[config.mk]
export PLATFORM = sky130hd
export DESIGN_NAME = fc_argmax_seq
export DESIGN_NICKNAME = d
export VERILOG_FILES = /design/src/rtl/fc_argmax_seq.sv
export SDC_FILE = /design/constraint.sdc
export NUM_CORES = 1
export LEC_CHECK = 0
export BUFFER_PORTS_ARGS = -buffer_cell sky130_fd_sc_hd__buf_2
export CORE_MARGIN = 1
export CORE_UTILIZATION = 59
export CTS_CLUSTER_SIZE = 10
export DETAILED_ROUTE_END_ITERATION = 10
export GPL_TIMING_DRIVEN = 0
export PLACE_DENSITY = 0.92
export SLEW_MARGIN = 10
export SYNTH_ARGS = -nofsm -noshare
export SYNTH_HDL_FRONTEND = slang
export SYNTH_SLANG_ARGS = --single-unit
[constraint.sdc]
create_clock -name clk -period 4.3 [get_ports clk]
set_clock_uncertainty 0.05 [all_clocks]
set_input_delay 1.075 -clock clk [delete_from_list [all_inputs] [get_ports clk]]
set_output_delay 1.075 -clock clk [all_outputs]
set_load 0.005 [all_outputs]
[src/rtl/fc_argmax_seq.sv]
// Sequential argmax over a latched signed vector, one compare per clock.
// Latency: OUT_SIZE-1 edges from start to done; no backpressure, start ignored while busy.
module fc_argmax_seq #(
  parameter int OUT_SIZE = 8,
  parameter int W        = 8,
  parameter int IDX_W    = $clog2(OUT_SIZE)
) (
  input  logic                    clk,
  input  logic                    reset,
  input  logic                    start,
  input  logic [W*OUT_SIZE-1:0]   in_vector_flat,
  output logic [IDX_W-1:0]        class_idx,
  output logic signed [W-1:0]     max_value,
  output logic                    all_negative,
  output logic                    busy,
  output logic                    done
);

  typedef enum logic [1:0] {
    ST_IDLE = 2'd0,
    ST_SCAN = 2'd1,
    ST_DONE = 2'd2
  } state_t;

  localparam logic [IDX_W-1:0] LAST_K = IDX_W'(OUT_SIZE - 1);

  state_t                  state_q, state_d;
  logic signed [W-1:0]     vec_q [OUT_SIZE];
  logic signed [W-1:0]     vec_d [OUT_SIZE];
  logic signed [W-1:0]     best_val_q, best_val_d;
  logic [IDX_W-1:0]        best_idx_q, best_idx_d;
  logic [IDX_W-1:0]        k_q, k_d;
  logic [IDX_W-1:0]        class_idx_q, class_idx_d;
  logic signed [W-1:0]     max_value_q, max_value_d;
  logic                    all_neg_q, all_neg_d;

  logic signed [W-1:0]     elem;
  logic                    elem_gt;
  logic signed [W-1:0]     scan_val;
  logic [IDX_W-1:0]        scan_idx;

  // Strict greater-than keeps the lowest index on ties.
  assign elem     = vec_q[k_q];
  assign elem_gt  = elem > best_val_q;
  assign scan_val = elem_gt ? elem : best_val_q;
  assign scan_idx = elem_gt ? k_q : best_idx_q;

  always_comb begin
    state_d     = state_q;
    vec_d       = vec_q;
    best_val_d  = best_val_q;
    best_idx_d  = best_idx_q;
    k_d         = k_q;
    class_idx_d = class_idx_q;
    max_value_d = max_value_q;
    all_neg_d   = all_neg_q;
    case (state_q)
      ST_IDLE, ST_DONE: begin
        if (start) begin
          for (int i = 0; i < OUT_SIZE; i++) begin
            vec_d[i] = in_vector_flat[i*W +: W];
          end
          best_val_d = in_vector_flat[W-1:0];
          best_idx_d = '0;
          k_d        = IDX_W'(1);
          state_d    = ST_SCAN;
        end else begin
          state_d = ST_IDLE;
        end
      end
      ST_SCAN: begin
        best_val_d = scan_val;
        best_idx_d = scan_idx;
        k_d        = k_q + IDX_W'(1);
        // The last compare publishes its own result, not the stale best.
        if (k_q == LAST_K) begin
          class_idx_d = scan_idx;
          max_value_d = scan_val;
          all_neg_d   = scan_val[W-1];
          state_d     = ST_DONE;
        end
      end
      default: state_d = ST_IDLE;
    endcase
  end

  always_ff @(posedge clk) begin
    if (reset) begin
      state_q     <= ST_IDLE;
      best_val_q  <= '0;
      best_idx_q  <= '0;
      k_q         <= '0;
      class_idx_q <= '0;
      max_value_q <= '0;
      all_neg_q   <= 1'b0;
      for (int i = 0; i < OUT_SIZE; i++) begin
        vec_q[i] <= '0;
      end
    end else begin
      state_q     <= state_d;
      best_val_q  <= best_val_d;
      best_idx_q  <= best_idx_d;
      k_q         <= k_d;
      class_idx_q <= class_idx_d;
      max_value_q <= max_value_d;
      all_neg_q   <= all_neg_d;
      for (int i = 0; i < OUT_SIZE; i++) begin
        vec_q[i] <= vec_d[i];
      end
    end
  end

  assign class_idx    = class_idx_q;
  assign max_value    = max_value_q;
  assign all_negative = all_neg_q;
  assign busy         = (state_q == ST_SCAN);
  assign done         = (state_q == ST_DONE);

endmodule

======== Yosys cells after proc, flatten, opt, wreduce, memory -nomap -nowiden ========
Index checks and enable logic that the tools add are counted.
word-level totals
  register bits after elaboration ......... 92
  bits of input ports ..................... 67
  output and inout bits ................... 14
operators by class
  add/subtract/negate cells ............... 1
  magnitude comparators ................... 2
  equal/unequal tests ..................... 5
  multiplexer cells ....................... 14
  bitwise logic cells ..................... 1
  reductions and logical operators ........ 6
operator list
  kind                                                                     number
  8-bit 2-to-1 mux                                                         4
  8-bit binary-select mux with 3-bit select                                1
  8-bit case mux with 2 select lines                                       1
  3-bit case mux with 2 select lines                                       2
  3-bit 2-to-1 mux                                                         3
  8-bit > comparator                                                       1
  2-bit AND reduction                                                      3
  4-bit greater-or-equal comparator, second input constant                 1
  3-bit NOT with 4-bit output                                              1
  2-bit case mux with 2 select lines                                       1
  3-bit by 1-bit adder with 3-bit output, second input constant            1
  3-bit equality test, second input constant                               1
  2-bit by 1-bit equality test with 1-bit output, second input constant    1
  2-bit equality test, second input constant                               1
  2-bit zero test                                                          1
  2-bit 2-to-1 mux                                                         1
  2-bit by 1-bit inequality test with 1-bit output, second input constant  1
  2-bit inequality test, second input constant                             1
  2-bit nonzero test                                                       1
  2-bit OR reduction                                                       1
  1-bit 2-to-1 mux                                                         1

======== Depth between registers and ports, before layout ========
Gate-level depths: netlist of the first run.
  depth after elaboration ................. 7
  gate-level depth with buffers ........... 12
  depth with buffers taken out ............ 8

======== Least setup slack after synthesis of the first run ========
Ideal clock, no wire load.
  kind .................................... reg2reg
  start point ............................. reg k_q[0]
  end point ............................... reg best_val_q[1]
  library setup time ...................... 0.122 ns
  data arrival time ....................... 2.732 ns
  path slack .............................. 1.396 ns
  cell stages (with the launch flop) ...... 11
  period minus slack after synthesis ...... 2.904 ns
  cells stage by stage .................... dfxtp_1 -> buf_6 -> mux4_2 -> mux2_4 -> ha_1 -> nor2b_1 -> o211ai_1 -> a21oi_1 -> or2_1 -> clkbuf_1 -> a311o_1
on the way
  cells in the longest elaborated chain, start to end .. 7
ends and longest elaborated chain
  element                                                RTL line  source
  from (decl)                                            32        logic [IDX_W-1:0] k_q, k_d;
  from (signal assigned)                                 103       k_q <= k_d;
  3-bit NOT with 4-bit output (not written as such) *    43        assign elem = vec_q[k_q];
  8-bit binary-select mux with 3-bit select *            43
  8-bit 2-to-1 mux (not written as such) * (2 in a row)  43
  8-bit > comparator                                     44        assign elem_gt = elem > best_val_q;
  8-bit 2-to-1 mux *                                     45        assign scan_val = elem_gt ? elem : best_val_q;
  8-bit case mux with 2 select lines *                   57        case (state_q)
  to (signal assigned)                                   101       best_val_q <= best_val_d;
  to (decl)                                              30        logic signed [W-1:0] best_val_q, best_val_d;
Every way passes the cells marked *; elsewhere a longest branch is shown, timed or not. The select of a mux whose other input is x is not followed.
A chain may end at the register's enable or synchronous reset.

======== Final worst setup path of the first run ========
  start point ............................. reg k_q[1]
  end point ............................... reg class_idx_q[1], in the netlist class_idx[1]
on the way
  cells in the longest elaborated chain, start to end .. 6
ends and longest elaborated chain
  element                                              RTL line  source
  3-bit NOT with 4-bit output (not written as such)    43
  8-bit binary-select mux with 3-bit select            43
  8-bit 2-to-1 mux (not written as such) (2 in a row)  43
  8-bit > comparator                                   44
  3-bit 2-to-1 mux                                     46        assign scan_idx = elem_gt ? k_q : best_idx_q;
  to (signal assigned)                                 104       class_idx_q <= class_idx_d;
  to (decl)                                            33        logic [IDX_W-1:0] class_idx_q, class_idx_d;
Parallel ways exist; a longest one is shown, timed or not. The select of a mux whose other input is x is not followed.

==> results_dict.tcl, run 1 <==
set metrics [dict create \
    post_cts_resized 0 \
    holdWs_ns 0.4089 \
    min_from "vec_q[62]$_SDFFE_PP0P_" \
    clkSlewWorstSetupHoldPaths_ns 0.09 \
    num_vias 3824 \
    grt_pass1_vias 3539 \
    synth_fa_ha_area_frac 0.03054 \
    ys_types 34 \
    fin_crit_sh 0.8008 \
    top_layer "met4" \
    cts_tree "yes" \
    wl_met3_um 581 \
    yosys.area_share.simple 0.1738 \
    fin_nets 636 \
    dieArea_sq_um 7280 \
    synth-xor-area-share 0 \
    finalSetupViolCount 0 \
    drive_gt1_frac 0.2358 \
    clockBufferDepth 2 \
    antennaDiodeCount 0 \
    cts-root-buf "clkbuf_8" \
    avgSynthCellArea_sq_um 8.734 \
    ys_seq_elements 91 \
    grt_overflow 0 \
    drt_first_iter_violations 341 \
    synth_top_family_by_area "compound AO/OA/AOI/OAI gates" \
    rr_worst_depth 12 \
    synth_fp_nets 546 \
    insertion_delay_ns 0.37 \
    seq_area_frac_synth 0.4447 \
    synthMuxAreaShare 0.1191 \
    path_max_fanout 10 \
    ys_warn_count 0 \
    min_to "vec_q[62]$_SDFFE_PP0P_" \
    detail_route.wl_per_cell_um 16.22 \
    reg2reg_to "class_idx[1]$_SDFFE_PP0P_" \
    cp.arrival_ns 3.68 \
    worstMarginPinSlew_ns 0.5431 \
    start_kind "register" \
    synth-edff-count 0 \
    die_h_um 85.33 \
    cp-end-kind "register" \
    grt.total_usage 0.3066 \
    portBuffers 79 \
    core_area_sq_um 6756 \
    postSynth.asyncResetShare 0 \
    layout_commonest_cell "nand2_1" \
    htreeDepth 3 \
    num_rows 30 \
    holdBufCountCts 0 \
    totalWireLength_mm 10.45 \
    initial_core_util 0.6063 \
    maxSlewViolCount 0 \
    grt_pass1_wl_mm 17.04 \
    wl_met2_mm 5.091 \
    most-common-layout-cells "nand2_1 (151), dfxtp_1 (91), buf_2 (87), a21oi_1 (76), clkbuf_1 (20)" \
    dpl.hpwl_mm 7.421 \
    dominantRegCellSynth "dfxtp_1" \
    hold_depth 2 \
    io_pins 81 \
    cts_made_buffers 9 \
    die_w_um 85.33 \
    max_slew_margin 0.6368 \
    firstDrtPassIters 5 \
    min_period_ns 3.443 \
    cellLeakagePower_nw 1.939 \
    antenna_found_initial 0 \
    drcViolationCount 0 \
    grt_max_degree 16 \
    reg2reg_from "k_q[1]$_SDFFE_PP0P_" \
    outcome "finished clean" \
    required_ns 4.54 \
    maxCapViolations 0 \
    synth_cells 469 \
    syn_to_final_growth_pct 17.84 \
    gp_congestion 0.9116 \
    critPathKind "reg -> reg" \
    hold_path_class "reg -> reg" \
    synth_compound_area_frac 0.1762 \
    rsz0062_at_grt "no" \
    ir_drop_mv 0.2446 \
    fmax_mhz 290.4 \
    hold_violations 0 \
    cts_setup_buffers 0 \
    setup-tns-final_ns 0 \
    met1_length_mm 4.387 \
    drt-vias-per-instance 5.938 \
    power.density_nw_per_um2 411.6 \
    rrSetupSlack_ns 0.86 \
    synthesis.area_sq_um 4096 \
    clkSinkCount 91 \
    postRouteAntennaNets 0 \
]
-- how the worst max path moves through the flow --
stage                        start                    endpoint  slack (ns)  depth (start not counted)
3_5_place_dp   k_q[1]$_SDFFE_PP0P_  best_val_q[3]$_SDFFE_PP0P_        1.00                         11
2_1_floorplan  k_q[0]$_SDFFE_PP0P_  best_val_q[1]$_SDFFE_PP0P_        1.40                         10
3_3_place_gp   k_q[1]$_SDFFE_PP0P_   max_value[7]$_SDFFE_PP0P_        1.04                         12
6_report       k_q[1]$_SDFFE_PP0P_   class_idx[1]$_SDFFE_PP0P_        0.86                         12
4_1_cts        k_q[1]$_SDFFE_PP0P_   max_value[2]$_SDFFE_PP0P_        0.92                         12
5_1_grt        k_q[1]$_SDFFE_PP0P_   max_value[7]$_SDFFE_PP0P_        0.67                         12
-- layout make-up --
type	instances	area (sq um)
multi-input cells	327	2047
fillers	503	1929
flip-flops and latches	91	1822
repair buffers	79	395.4
plain buffers	41	190.2
clock buffers	11	151.4
well taps	80	100.1
clock inverters	5	83.83
inverters	10	37.54
-- flip-flops by register name, indices dropped and copies added (netlist names) --
name / count
vec_q: 64
best_val_q: 8
max_value: 8
best_idx_q: 3
class_idx: 3
k_q: 3
state_q: 2
-- report_power, final --
part	internal (mW)	leakage [nW]	switching [mW]	total [mW]
combinational	0.146	1.08	0.244	0.390
sequential	0.890	0.745	0.0273	0.917
clock	0.361	0.112	0.318	0.679
-- layer usage --
metal	vias up	track usage
li1	1815	-
met3	29	0.04961
met1	1813	0.3889
met4	0	0.1667
met2	167	0.5037
met5	-	0
-- Yosys cell counts (2+ instances only) --
cell,number,area [sq um]
a32o_1,4,40.04
ha_1,10,125.1
buf_4,3,22.52
nor2b_1,4,25.02
o211ai_1,14,105.1
dfxtp_1,91,1822
mux4_2,16,360.4
inv_1,9,33.78
buf_6,2,22.52
buf_1,8,30.03
clkbuf_1,20,75.07
a22oi_1,2,15.01
mux2_4,7,105.1
nor4_1,7,43.79
nand2_1,151,566.8
nand4_1,2,12.51
a311o_1,7,70.07
nor2_1,5,18.77
nand2b_1,4,25.02
buf_2,8,40.04
o311ai_1,7,61.31
a21oi_1,76,380.4
-- stage by stage --
step | setup WS (ns) | power (mW) | utilization | cells | cell area [sq um]
after floorplan | 1.396 | 1.195 | - | 469 | 4096
after global placement | 1.041 | 1.297 | 0.6796 | 628 | 4592
after detailed placement | 1.002 | 1.310 | 0.6796 | 628 | 4592
after CTS | 0.9165 | 1.976 | 0.7144 | 644 | 4827
after global routing | 0.6706 | 2.055 | 0.7144 | 644 | 4827
final | 0.8567 | 1.987 | 0.7144 | 644 | 4827
-- worst max-delay path, cell delays in order (launching register included) --
cell and delay [ns]:
dfxtp_1 0.34, buf_2 0.29, buf_2 0.34, mux4_2 0.34
mux2_4 0.31, ha_1 0.32, nand4_1 0.12, o22ai_1 0.09
a31oi_1 0.25, buf_2 0.28, buf_1 0.36, o211ai_1 0.13
o211ai_1 0.13
-- kinds of logic (layout without fill, tap and decap cells) --
logic type,after synthesis,count (layout)
adders and majority gates,10,10
muxes,24,24
and+or+nand+nor,176,176
buffers and inverters,51,146
AOI/OAI and AO/OA,117,117
DFF,91,91
Power figures use the tool's default switching activity.
==> inputs of run 2 (changes only) <==
- CORE_UTILIZATION: 59 -> 49
- PLACE_DENSITY: 0.92 -> 0.82
- clock period: 4.3 -> 2.9 ns (I/O delays scaled with it)
==> results_dict.tcl, run 2 (synthesis results as in run 1) <==
set metrics [dict create \
    slowest_delay_ns 0.54 \
    grt.total_usage 0.2600 \
    min_from "vec_q[43]$_SDFFE_PP0P_" \
    regMostFlops "vec_q" \
    cts-root-buf "clkbuf_8" \
    maxSlewViolCount 0 \
    power.density_nw_per_um2 615.6 \
    pre_cts_slack_ns -0.4719 \
    clkSlewWorstSetupHoldPaths_ns 0.10 \
    fin_area_sq_um 5314 \
    fmax_mhz 329.4 \
    antennaDiodeCount 0 \
    worstMarginPinSlew_ns 0.5484 \
    finalSetupViolCount 21 \
    hold_path_class "reg -> reg" \
    min_to "vec_q[43]$_SDFFE_PP0P_" \
    layout_commonest_cell "nand2_1" \
    critPathKind "reg -> reg" \
    most-common-layout-cells "nand2_1 (151), dfxtp_1 (90), buf_2 (82), a21oi_1 (75), clkbuf_1 (18)" \
    ir_drop_mv 0.2731 \
    drcViolationCount 0 \
    path_max_fanout 5 \
    grt_pass1_wl_mm 17.38 \
    worst_slack_ns -0.1362 \
    grt_max_degree 17 \
    reg2reg_from "k_q[0]$_SDFFE_PP0P_" \
    rr_worst_depth 11 \
    num_rows 32 \
    fin_nets 653 \
    drt_first_iter_violations 280 \
    gp_congestion 0.8765 \
    num-fill-cells 598 \
    clkSinkCount 91 \
    dieArea_sq_um 8730 \
    totalWireLength_mm 11.59 \
    htreeDepth 3 \
    core_area_sq_um 7888 \
    drive_gt1_frac 0.2960 \
    postRouteAntennaNets 0 \
    setup-tns-final_ns -1.938 \
    hold_violations 0 \
    drt-vias-per-instance 5.666 \
    die_w_um 93.44 \
    required_ns 3.10 \
    fin_crit_sh 1.047 \
    reg2reg_to "max_value[3]$_SDFFE_PP0P_" \
    path_cells "buf_12 > mux4_2 > mux2_4 > ha_4 > nand4_1 > o22ai_2 > a31oi_4 > buf_6 > buf_8 > o211ai_1 > o311ai_4" \
    dpl.hpwl_mm 7.592 \
    portBuffers 79 \
    maxCapViolations 0 \
    cts_tree "yes" \
    hold_depth 2 \
    detail_route.wl_per_cell_um 16.98 \
    max_slew_margin 0.6344 \
    io_pins 81 \
    place_area_sq_um 4621 \
    violations "negative setup slack" \
    outcome "finished, violations left" \
    slowest_stage "mux4_2" \
    rsz0062_at_grt "yes" \
    syn_to_final_growth_pct 29.72 \
    cp-end-kind "register" \
    rrSetupSlack_ns -0.14 \
    firstDrtPassIters 5 \
    die_h_um 93.44 \
    largest_reg_flops 64 \
    worst-path-buf-inv 3 \
    grt_overflow 0 \
    cp.arrival_ns 3.24 \
    cts_made_buffers 9 \
    start_kind "register" \
    cpLargestDelayFamily "multiplexers" \
    utilization 0.6737 \
    antenna_found_initial 0 \
    cellLeakagePower_nw 2.124 \
    insertion_delay_ns 0.37 \
    grt_pass1_vias 3683 \
    initial_core_util 0.5194 \
    min_period_ns 3.036 \
    clockBufferDepth 2 \
    num_vias 3870 \
]
run 2: cell type report:
cell class / count / area (sq um) / area share
inverters: 10 / 37.54 / 0.007064
plain buffers: 41 / 269.0 / 0.05062
clock buffers: 9 / 123.9 / 0.02331
flip-flops and latches: 91 / 1826 / 0.3435
repair buffers: 96 / 591.8 / 0.1114
clock inverters: 7 / 100.1 / 0.01884
well taps: 102 / 127.6 / 0.02402
multi-input cells: 327 / 2238 / 0.4212
run 2: worst max path at each step:
| stage | endpoint | cells after the start | slack [ns] | from |
|---|---|---|---|---|
| after floorplan | best_val_q[1]$_SDFFE_PP0P_ | 10 | 0.03 | k_q[0]$_SDFFE_PP0P_ |
| after global placement | class_idx[2]$_SDFFE_PP0P_ | 12 | -0.42 | k_q[1]$_SDFFE_PP0P_ |
| after detailed placement | max_value[3]$_SDFFE_PP0P_ | 12 | -0.47 | k_q[1]$_SDFFE_PP0P_ |
| after CTS | max_value[3]$_SDFFE_PP0P_ | 11 | -0.02 | k_q[0]$_SDFFE_PP0P_ |
| after global routing | max_value[3]$_SDFFE_PP0P_ | 11 | -0.21 | k_q[0]$_SDFFE_PP0P_ |
| final | max_value[3]$_SDFFE_PP0P_ | 11 | -0.14 | k_q[0]$_SDFFE_PP0P_ |
run 2: where the power goes:
group | total, mW | internal [mW] | switching, mW
sequential | 1.36 | 1.32 | 0.0422
clock | 0.983 | 0.491 | 0.491
combinational | 0.927 | 0.446 | 0.480
run 2: per-stage QoR:
| step | power (mW) | hold WS (ns) | std cells |
|---|---|---|---|
| after floorplan | 1.774 | 0.3831 | 469 |
| after global placement | 1.933 | 0.3895 | 650 |
| after detailed placement | 1.950 | 0.3945 | 650 |
| after CTS | 3.041 | 0.4091 | 674 |
| after global routing | 3.386 | 0.4257 | 683 |
| final | 3.271 | 0.4074 | 683 |
run 2: timing repair:
| action | in CTS | in global routing |
|---|---|---|
| pin swaps | 13 | 14 |
| gates resized for setup | 33 | 26 |
| hold endpoints to repair | 0 | 0 |
| hold buffers | 0 | 0 |
| endpoints found under the setup margin | 22 | 22 |
| cloned | 2 | 3 |
| buffers inserted | 6 | 6 |
run 2: per-layer routing:
metal | part of all wire | GRT usage | wire (um)
met1 | 0.40 | 0.3357 | 4668
met2 | 0.49 | 0.4308 | 5668
met3 | 0.069 | 0.03821 | 799
met4 | 0.040 | 0.1167 | 458
met5 | 0 | 0 | 0
run 2: worst reg2reg max path: cells and delay by family (launching register included):
| kind | cells | cell delay [ns] |
|---|---|---|
| muxes | 2 | 0.87 |
| AOI/OAI and AO/OA | 4 | 0.67 |
| buffers and inverters | 3 | 0.43 |
| DFF | 1 | 0.43 |
| adders and majority gates | 1 | 0.28 |
| and+or+nand+nor | 1 | 0.18 |
